==> src/rtl/imm_gen_pkg.sv <==
// Shared types and encodings for the RISC-V immediate generator pipeline.
// Holds the format enum, buffer occupancy enum and opcode/funct3 constants.
package imm_gen_pkg;

  typedef enum logic [2:0] {
    FMT_NONE = 3'd0,
    FMT_I    = 3'd1,
    FMT_ISH  = 3'd2,
    FMT_S    = 3'd3,
    FMT_B    = 3'd4,
    FMT_U    = 3'd5,
    FMT_J    = 3'd6
  } imm_fmt_e;

  typedef enum logic [1:0] {
    OCC_EMPTY = 2'd0,
    OCC_ONE   = 2'd1,
    OCC_FULL  = 2'd2
  } occ_e;

  localparam logic [6:0] OPC_LOAD      = 7'b0000011;
  localparam logic [6:0] OPC_OP_IMM    = 7'b0010011;
  localparam logic [6:0] OPC_AUIPC     = 7'b0010111;
  localparam logic [6:0] OPC_OP_IMM_32 = 7'b0011011;
  localparam logic [6:0] OPC_STORE     = 7'b0100011;
  localparam logic [6:0] OPC_LUI       = 7'b0110111;
  localparam logic [6:0] OPC_BRANCH    = 7'b1100011;
  localparam logic [6:0] OPC_JALR      = 7'b1100111;
  localparam logic [6:0] OPC_JAL       = 7'b1101111;

  localparam logic [2:0] F3_SLLI = 3'b001;
  localparam logic [2:0] F3_SRXI = 3'b101;

endpackage

==> src/rtl/imm_gen_pipe_decode.sv <==
// Purely combinational immediate decode; every format is first built as a
// 32-bit value whose bit 31 is the extension bit, then widened to XLEN.
module imm_decode
  import imm_gen_pkg::*;
#(
  parameter int XLEN     = 32,
  parameter int RV64_OPS = 0
) (
  input  logic [31:0]     i_inst,
  output logic [XLEN-1:0] o_imm,
  output imm_fmt_e        o_fmt,
  output logic            o_bad
);

  logic [31:0] w_raw;
  logic        w_isShift;

  assign w_isShift = (i_inst[14:12] == F3_SLLI) || (i_inst[14:12] == F3_SRXI);

  always_comb begin
    w_raw = '0;
    o_fmt = FMT_NONE;
    o_bad = 1'b0;
    if (i_inst[1:0] != 2'b11) begin
      o_bad = 1'b1;
    end else begin
      case (i_inst[6:0])
        OPC_LOAD, OPC_JALR: begin
          w_raw = {{20{i_inst[31]}}, i_inst[31:20]};
          o_fmt = FMT_I;
        end
        OPC_OP_IMM: begin
          if (w_isShift) begin
            w_raw = (XLEN == 64) ? {26'b0, i_inst[25:20]} : {27'b0, i_inst[24:20]};
            o_fmt = FMT_ISH;
          end else begin
            w_raw = {{20{i_inst[31]}}, i_inst[31:20]};
            o_fmt = FMT_I;
          end
        end
        OPC_OP_IMM_32: begin
          // Word shifts only ever take a 5-bit shamt, whatever XLEN is.
          if (RV64_OPS == 0) begin
            o_bad = 1'b1;
          end else if (w_isShift) begin
            w_raw = {27'b0, i_inst[24:20]};
            o_fmt = FMT_ISH;
          end else begin
            w_raw = {{20{i_inst[31]}}, i_inst[31:20]};
            o_fmt = FMT_I;
          end
        end
        OPC_STORE: begin
          w_raw = {{20{i_inst[31]}}, i_inst[31:25], i_inst[11:7]};
          o_fmt = FMT_S;
        end
        OPC_BRANCH: begin
          w_raw = {{19{i_inst[31]}}, i_inst[31], i_inst[7], i_inst[30:25],
                   i_inst[11:8], 1'b0};
          o_fmt = FMT_B;
        end
        OPC_JAL: begin
          w_raw = {{11{i_inst[31]}}, i_inst[31], i_inst[19:12], i_inst[20],
                   i_inst[30:21], 1'b0};
          o_fmt = FMT_J;
        end
        OPC_LUI, OPC_AUIPC: begin
          w_raw = {i_inst[31:12], 12'b0};
          o_fmt = FMT_U;
        end
        default: ;
      endcase
    end
  end

  always_comb begin
    o_imm       = {XLEN{w_raw[31]}};
    o_imm[31:0] = w_raw;
  end

endmodule

==> src/rtl/imm_gen_pipe.sv <==
// Immediate generator: decode at the input, then a 2-entry skid buffer of
// decoded payloads with valid/ready handshakes on both sides.
module imm_gen_pipe
  import imm_gen_pkg::*;
#(
  parameter int XLEN     = 32,
  parameter int RV64_OPS = 0
) (
  input  logic            clk,
  input  logic            rst_n,
  input  logic            in_valid,
  output logic            in_ready,
  input  logic [31:0]     inst_code,
  output logic            out_valid,
  input  logic            out_ready,
  output logic [XLEN-1:0] imm_out,
  output imm_fmt_e        imm_fmt,
  output logic            imm_bad
);

  localparam int PW = XLEN + 4;

  logic [XLEN-1:0] w_decImm;
  imm_fmt_e        w_decFmt;
  logic            w_decBad;
  logic [PW-1:0]   w_decPayload;
  logic [PW-1:0]   w_outPayload;
  logic            w_push;
  logic            w_pop;

  logic [PW-1:0]   r_mem [2];
  logic            r_wrPtr;
  logic            r_rdPtr;
  occ_e            r_state;
  logic            r_inReady;

  imm_decode #(
    .XLEN     (XLEN),
    .RV64_OPS (RV64_OPS)
  ) u_decode (
    .i_inst (inst_code),
    .o_imm  (w_decImm),
    .o_fmt  (w_decFmt),
    .o_bad  (w_decBad)
  );

  assign w_decPayload = {w_decImm, w_decFmt, w_decBad};
  assign out_valid    = (r_state != OCC_EMPTY);
  assign in_ready     = r_inReady;
  assign w_push       = in_valid && r_inReady;
  assign w_pop        = out_valid && out_ready;

  // Occupancy FSM plus storage; in_ready is registered so it only drops
  // on the edge that makes the buffer full.
  always_ff @(posedge clk or negedge rst_n) begin
    if (!rst_n) begin
      r_state   <= OCC_EMPTY;
      r_inReady <= 1'b0;
      r_wrPtr   <= 1'b0;
      r_rdPtr   <= 1'b0;
      r_mem[0]  <= '0;
      r_mem[1]  <= '0;
    end else begin
      if (w_push) begin
        r_mem[r_wrPtr] <= w_decPayload;
        r_wrPtr        <= ~r_wrPtr;
      end
      if (w_pop) begin
        r_rdPtr <= ~r_rdPtr;
      end
      case (r_state)
        OCC_EMPTY: begin
          r_inReady <= 1'b1;
          if (w_push) r_state <= OCC_ONE;
        end
        OCC_ONE: begin
          if (w_push && !w_pop) begin
            r_state   <= OCC_FULL;
            r_inReady <= 1'b0;
          end else begin
            r_inReady <= 1'b1;
            if (w_pop && !w_push) r_state <= OCC_EMPTY;
          end
        end
        OCC_FULL: begin
          if (w_pop) begin
            r_state   <= OCC_ONE;
            r_inReady <= 1'b1;
          end else begin
            r_inReady <= 1'b0;
          end
        end
        default: begin
          r_state   <= OCC_EMPTY;
          r_inReady <= 1'b1;
        end
      endcase
    end
  end

  assign w_outPayload = out_valid ? r_mem[r_rdPtr] : '0;
  assign imm_out      = w_outPayload[PW-1:4];
  assign imm_fmt      = imm_fmt_e'(w_outPayload[3:1]);
  assign imm_bad      = w_outPayload[0];

endmodule

==> config.mk <==
export PLATFORM = sky130hd
export DESIGN_NAME = imm_gen_pipe
export DESIGN_NICKNAME = d
export VERILOG_FILES = /design/src/rtl/imm_gen_pkg.sv /design/src/rtl/imm_gen_pipe_decode.sv /design/src/rtl/imm_gen_pipe.sv
export SDC_FILE = /design/constraint.sdc
export NUM_CORES = 1
export LEC_CHECK = 0
export CORE_MARGIN = 10
export CORE_UTILIZATION = 50
export CTS_BUF_LIST = sky130_fd_sc_hd__clkbuf_8
export CTS_CLUSTER_DIAMETER = 150
export DETAILED_ROUTE_END_ITERATION = 8
export PLACE_DENSITY = 0.77
export SLEW_MARGIN = 0
export SYNTH_ARGS = -nofsm -noshare
export SYNTH_HDL_FRONTEND = slang
export SYNTH_SLANG_ARGS = --single-unit
export TNS_END_PERCENT = 50
==> constraint.sdc <==
create_clock -name clk -period 1.8 [get_ports clk]
set_input_delay 0.36 -clock clk [delete_from_list [all_inputs] [get_ports clk]]
set_output_delay 0.36 -clock clk [all_outputs]
set_load 0.05 [all_outputs]
== Yosys cells after proc, flatten, opt, wreduce, memory -nomap -nowiden ==
Cells that the tools add are included.
Widths: inputs -> output; s select.

* Output and inout port bits: 38
* Bits of input ports: 36
* Logic and storage cells: 66
* Bits in registers: 77

* Reductions and logical operators: 13
* Order comparisons: 3
* Bitwise operators: 4
* Multiplexer cells: 23
* Equal/unequal tests: 17

{| class="wikitable"
|+ Operators by type and width
! cell !! count
|-
| $pmux 32 s6 || 1
|-
| $mux 36 || 5
|-
| $bwmux 72 || 1
|-
| $mux 32 || 2
|-
| $demux 36 s1 || 1
|-
| $eq 7x5->1 const B || 3
|-
| $eq 7x7->1 const B || 3
|-
| $pmux 3 s6 || 1
|-
| $eq 7x6->1 const B || 2
|-
| $mux 2 || 5
|-
| $eq 7x2->1 const B || 1
|-
| $ne 2x2->1 const B || 3
|-
| $pmux 2 s3 || 1
|-
| $logic_and 1x1->1 || 5
|-
| $ge 2x2->1 const B || 2
|-
| $mux 1 || 4
|-
| $not 1->2 || 2
|-
| $reduce_or 2->1 || 2
|-
| $eq 3x1->1 const B || 1
|-
| $eq 3x3->1 const B || 1
|-
| $mux 3 || 1
|-
| $ne 3x3->1 const B || 1
|-
| $reduce_and 3->1 || 1
|-
| $eq 2x1->1 const B || 1
|-
| other kinds (8) || 10
|}

== Longest topological paths before layout ==
* Depth in word-level cells: 6
* Mapped depth: 6
* Depth with buffers taken out: 6

== By module ==
A second synthesis with hierarchy kept.

* Cell total of the unflattened synthesis: 342
* Area, all modules: 4221.5 um^2

{| class="wikitable"
|+ Modules (own cells, without submodules)
! module !! seq. area each (um^2) !! area an instance (um^2) !! instances !! cells each
|-
| imm_gen_pipe || 1926.8 || 3661.0 || 1 || 266
|-
| imm_decode || 0.0 || 560.5 || 1 || 76
|}

== Least setup slack after synthesis ==
OpenSTA, ideal clock, no wires.

* Kind: register to output
* Start: register r_state[1]
* End: output imm_out[10]
* Data required time: 1.440 ns
* Cell stages (with the launch flop): 6
* Path slack: -0.298 ns
* Data arrival time: 1.738 ns
* Cells stage by stage: dfrtp_1 inv_1 ha_1 clkbuf_1 clkbuf_1 nor2_1

* Cells in the longest elaborated chain, start to end: 2

{| class="wikitable"
|+ RTL lines
! element !! line !! RTL
|-
| from (decl) || imm_gen_pipe.sv:34 || <nowiki>occ_e r_state;</nowiki>
|-
| from (signal assigned) || imm_gen_pipe.sv:57 || <nowiki>r_state <= OCC_EMPTY;</nowiki>
|-
| from (signal assigned) || imm_gen_pipe.sv:74 || <nowiki>if (w_push) r_state <= OCC_ONE;</nowiki>
|-
| from (signal assigned) || imm_gen_pipe.sv:78 || <nowiki>r_state <= OCC_FULL;</nowiki>
|-
| $reduce_bool 2->1 || imm_gen_pipe.sv:48 || <nowiki>assign out_valid = (r_state != OCC_EMPTY);</nowiki>
|-
| $mux 36 || imm_gen_pipe.sv:101 || <nowiki>assign w_outPayload = out_valid ? r_mem[r_rdPtr] : '0;</nowiki>
|-
| to (decl) || imm_gen_pipe.sv:16 || <nowiki>output logic [XLEN-1:0] imm_out,</nowiki>
|}

Every way passes these cells.

== Final worst setup path ==
* Start: register r_rdPtr
* End: output imm_out[9]

* Cells in the longest elaborated chain, start to end: 5

{| class="wikitable"
|+ RTL lines
! element !! line !! RTL
|-
| from (decl) || imm_gen_pipe.sv:33 || <nowiki>logic r_rdPtr;</nowiki>
|-
| from (signal assigned) || imm_gen_pipe.sv:69 || <nowiki>r_rdPtr <= ~r_rdPtr;</nowiki>
|-
| $not 1->2 (not written as such) || imm_gen_pipe.sv:101 ||
|-
| $mux 36 (not written as such) (3 in a row) || imm_gen_pipe.sv:101 ||
|-
| $mux 36 || imm_gen_pipe.sv:101 ||
|}

Every way passes these cells. The select of a mux whose other input is x is not followed.

==> run_results.csv <==
group,metric,value,unit
run_status,status,"finished, violations left",
run_status,violations,"negative setup slack",
synthesis,synth_xor_area_frac,0.00442,
sta,worst_pin_slew,554,ps
synthesis,synth_cell_types,49,
sta,slew_headroom,0.627,
routing,num_vias,3713,
sta,min_period,1900,ps
sta,finClkSkew,9.49,ps
clock_tree,cts_made_buffers,9,
layout,num_antenna_cells,0,
layout,area_growth,51.6,%
routing,finalWirelength,12100,um
floorplanning,num_rows,32,
sta,max_freq,527,MHz
routing,ant_nets,0,
sta,layout_worst_path_cycle_share,1.05,
routing,drcViolationCount,0,
global_route,overflow,0,
layout,fin_util,0.777,
synthesis,synthAdderAreaFrac,0.0126,
placement,port_buffers,73,
clock_tree,path_clk_slew,90,ps
run,drv_cap,0,
synthesis,synth-async-reset-ratio,1.00,
sta,setup_viol,39,
critical_path,critPathMaxFanout,23,
routing,vias_per_cell,5.98,
synthesis,synth-simple-area-share,0.185,
clock_tree,cts.htree.levels,3,
floorplanning,start_util,0.513,
layout,final_layout_size_suffix_gt1_frac,0.337,
synthesis,ys.flop_type,"dfrtp_1",
critical_path,critPathLaunchType,"register",
synthesis,synth_top_area_frac,0.486,
floorplanning,io_pins,74,
floorplanning,die-width,109,um
routing,wl_per_cell,19.5,um
global_route,grt_max_degree,41,
synthesis,synthTopCellsByArea,"dfrtp_1, mux2i_1, nor2_1, nand2_1, a221o_1",
clock_tree,root_buffer,"clkbuf_8",
clock_tree,numClockSinks,77,
global_route,grt.total_usage,0.206,
synthesis,seq_area_frac_synth,0.486,
synthesis,synth_warnings,0,
power,cellPowerDensity,1570,nW/um2
routing,first_pass_iters,5,
critical_path,arrival,1540,ps
floorplanning,placeableCoreArea,7730,um2
routing,first_iter_violations,297,
synthesis,synth_compound_area_frac,0.180,
synthesis,synthCells,413,
synthesis,syn-num-nets,453,
sta,finalHoldViolCount,0,
synthesis,synth_area_leader_cell,"dfrtp_1",
synthesis,synth-edff-count,0,
clock_tree,cts_tree,"built",
critical_path,setup.worst_path.end_class,"output port",
synthesis,muxShareOfSynthArea,0.0935,
global_route,grt_pass1_wl,19500,um
floorplanning,dieArea,11900,um2
placement,gp_congestion,0.962,
synthesis,syn_area_per_cell,9.59,um2
critical_path,crit_required,1440,ps
sta,layout_setup_ws,-96.3,ps
power,ir_drop,1400,uV
power,power_leakage,2.50,nW
sta,setup_tns,-2700,ps
clock_tree,clock_latency,360,ps
critical_path,criticalPathCategory,"reg -> out",
synthesis,synth_seq_cells,77,
sta,rsz0062_at_grt,"true",
layout,layout.nets,554,
placement,hpwl,8370,um
hold_path,worstHoldPathType,"in -> async",
sta,slew_violations,0,
synthesis,synth_top_family_by_area,"simple AND/OR/NAND/NOR gates",
floorplanning,die_h,109,um
global_route,first_global_vias,3814,
clock_tree,clk_path_buf_depth,2,
synthesis,synth_area,3960,um2
global_route,antenna_found_initial,0,
path summary, 6_finish.rpt:
check / from / to / slack [ps] / cells after the start
worst max register to register: r_wrPtr$_DFFE_PN0P_ / r_mem[57]$_DFFE_PN0P_ / 100 / 5
worst min-delay path: rst_n / r_mem[35]$_DFFE_PN0P_ / 380 / 2
worst max-delay path: r_rdPtr$_DFFE_PN0P_ / imm_out[9] / -100 / 4
worst min register to register: r_mem[11]$_DFFE_PN0P_ / r_mem[11]$_DFFE_PN0P_ / 490 / 2
max in group asynchronous: rst_n / r_mem[2]$_DFFE_PN0P_ / 820 / 3
min in group clk: r_mem[11]$_DFFE_PN0P_ / r_mem[11]$_DFFE_PN0P_ / 490 / 2
per-layer routing:
metal | vias to the layer above | share of wire | GRT usage
li1 | 1688 | - | -
met1 | 1835 | 0.40 | 0.260
met2 | 170 | 0.51 | 0.336
met3 | 20 | 0.073 | 0.0507
met4 | 0 | 0.017 | 0.0734
met5 | - | 0 | 0
report_power, final:
group | total, W | leakage [nW] | internal [W] | switching (W)
clock network | 0.00138 | 0.103 | 0.000662 | 0.000715
registers | 0.00256 | 1.00 | 0.00222 | 0.000340
logic | 0.00546 | 1.40 | 0.00244 | 0.00302
total | 0.00940 | 2.50 | 0.00532 | 0.00408
Yosys cell counts (2+ instances only):
master / n
and3b_1: 2
o21ai_1: 2
o2111a_2: 2
inv_1: 6
a221o_1: 20
nor2b_1: 5
a21oi_2: 2
buf_2: 6
nor4_1: 4
and2_1: 5
nand4_1: 2
dfrtp_1: 77
a31oi_1: 27
nor3_1: 2
a22oi_1: 4
clkbuf_1: 17
nand3_1: 3
a21oi_1: 2
a22o_1: 2
and3_1: 2
nand2_1: 59
mux2i_1: 37
nand3b_1: 2
ha_1: 4
buf_6: 3
o21ai_0: 25
nor2_1: 69
final cells by class:
| type | count | area [um2] |
|---|---|---|
| clock buffer | 9 | 124 |
| clock inverter | 7 | 80.1 |
| timing repair buffer | 116 | 1530 |
| tap | 102 | 128 |
| inverter | 6 | 22.5 |
| fill | 484 | 1720 |
| sequential | 77 | 1930 |
| multi-input combinational | 304 | 2190 |
sequential cells by signal, indices dropped and copies added, names as in the netlist:
register / count
in_ready: 1
r_mem: 72
r_rdPtr: 1
r_state: 2
r_wrPtr: 1
per-stage QoR:
| stage | power (W) | hold WS (ps) | std cells | instance area (um2) | setup WS (ps) |
|---|---|---|---|---|---|
| floorplan | 0.00531 | 64.4 | 413 | 4040 | -118 |
| global placement | 0.00736 | 213 | 599 | 5490 | -412 |
| detailed placement | 0.00749 | 219 | 599 | 5490 | -480 |
| CTS | 0.00930 | 376 | 620 | 5920 | -93.3 |
| global route | 0.00987 | 395 | 621 | 6000 | -155 |
| finish | 0.00940 | 384 | 621 | 6000 | -96.3 |
worst max-delay path, stage by stage (launching register included):
cell and delay, ps:
dfrtp_2 410, buf_12 230, mux2i_2 310, nor2_2 80
buf_12 150
cell usage in the layout, fill, tap and decap left out, types with 3 or more instances in the layout:
master,netlist,routed
clkdlybuf4s50_1,0,33
nor4_1,4,3
mux2i_2,0,18
nor2_2,1,25
nand2_1,59,58
buf_12,0,43
a221o_1,20,20
a22oi_1,4,4
nor2b_1,5,4
ha_1,4,3
mux2i_4,0,3
nor2_1,69,32
a31oi_1,27,27
inv_2,0,3
o21ai_1,2,3
o21ai_0,25,24
dfrtp_1,77,76
buf_4,0,35
mux2i_1,37,16
inv_6,0,3
nor2_4,0,13
and2_1,5,5
inv_1,6,3
nand3_1,3,3
clkbuf_8,0,9
logic make-up after synthesis:
| family | after synthesis |
|---|---|
| AND/OR/NAND/NOR | 164 |
| buffers and inverters | 32 |
| flip-flops | 77 |
| XOR/XNOR | 2 |
| AO/OA/AOI/OAI | 97 |
| adder cells (fa/ha/maj) | 4 |
| multiplexers | 37 |
timing repair:
| action | CTS | global route |
|---|---|---|
| cloned | 1 | 0 |
| setup endpoints to repair | 49 | 75 |
| resized for setup | 41 | 18 |
| hold buffers | 1 | 0 |
| endpoints found under the hold margin | 10 | 0 |
| setup buffers | 3 | 1 |
Power figures use the tool's default switching activity.
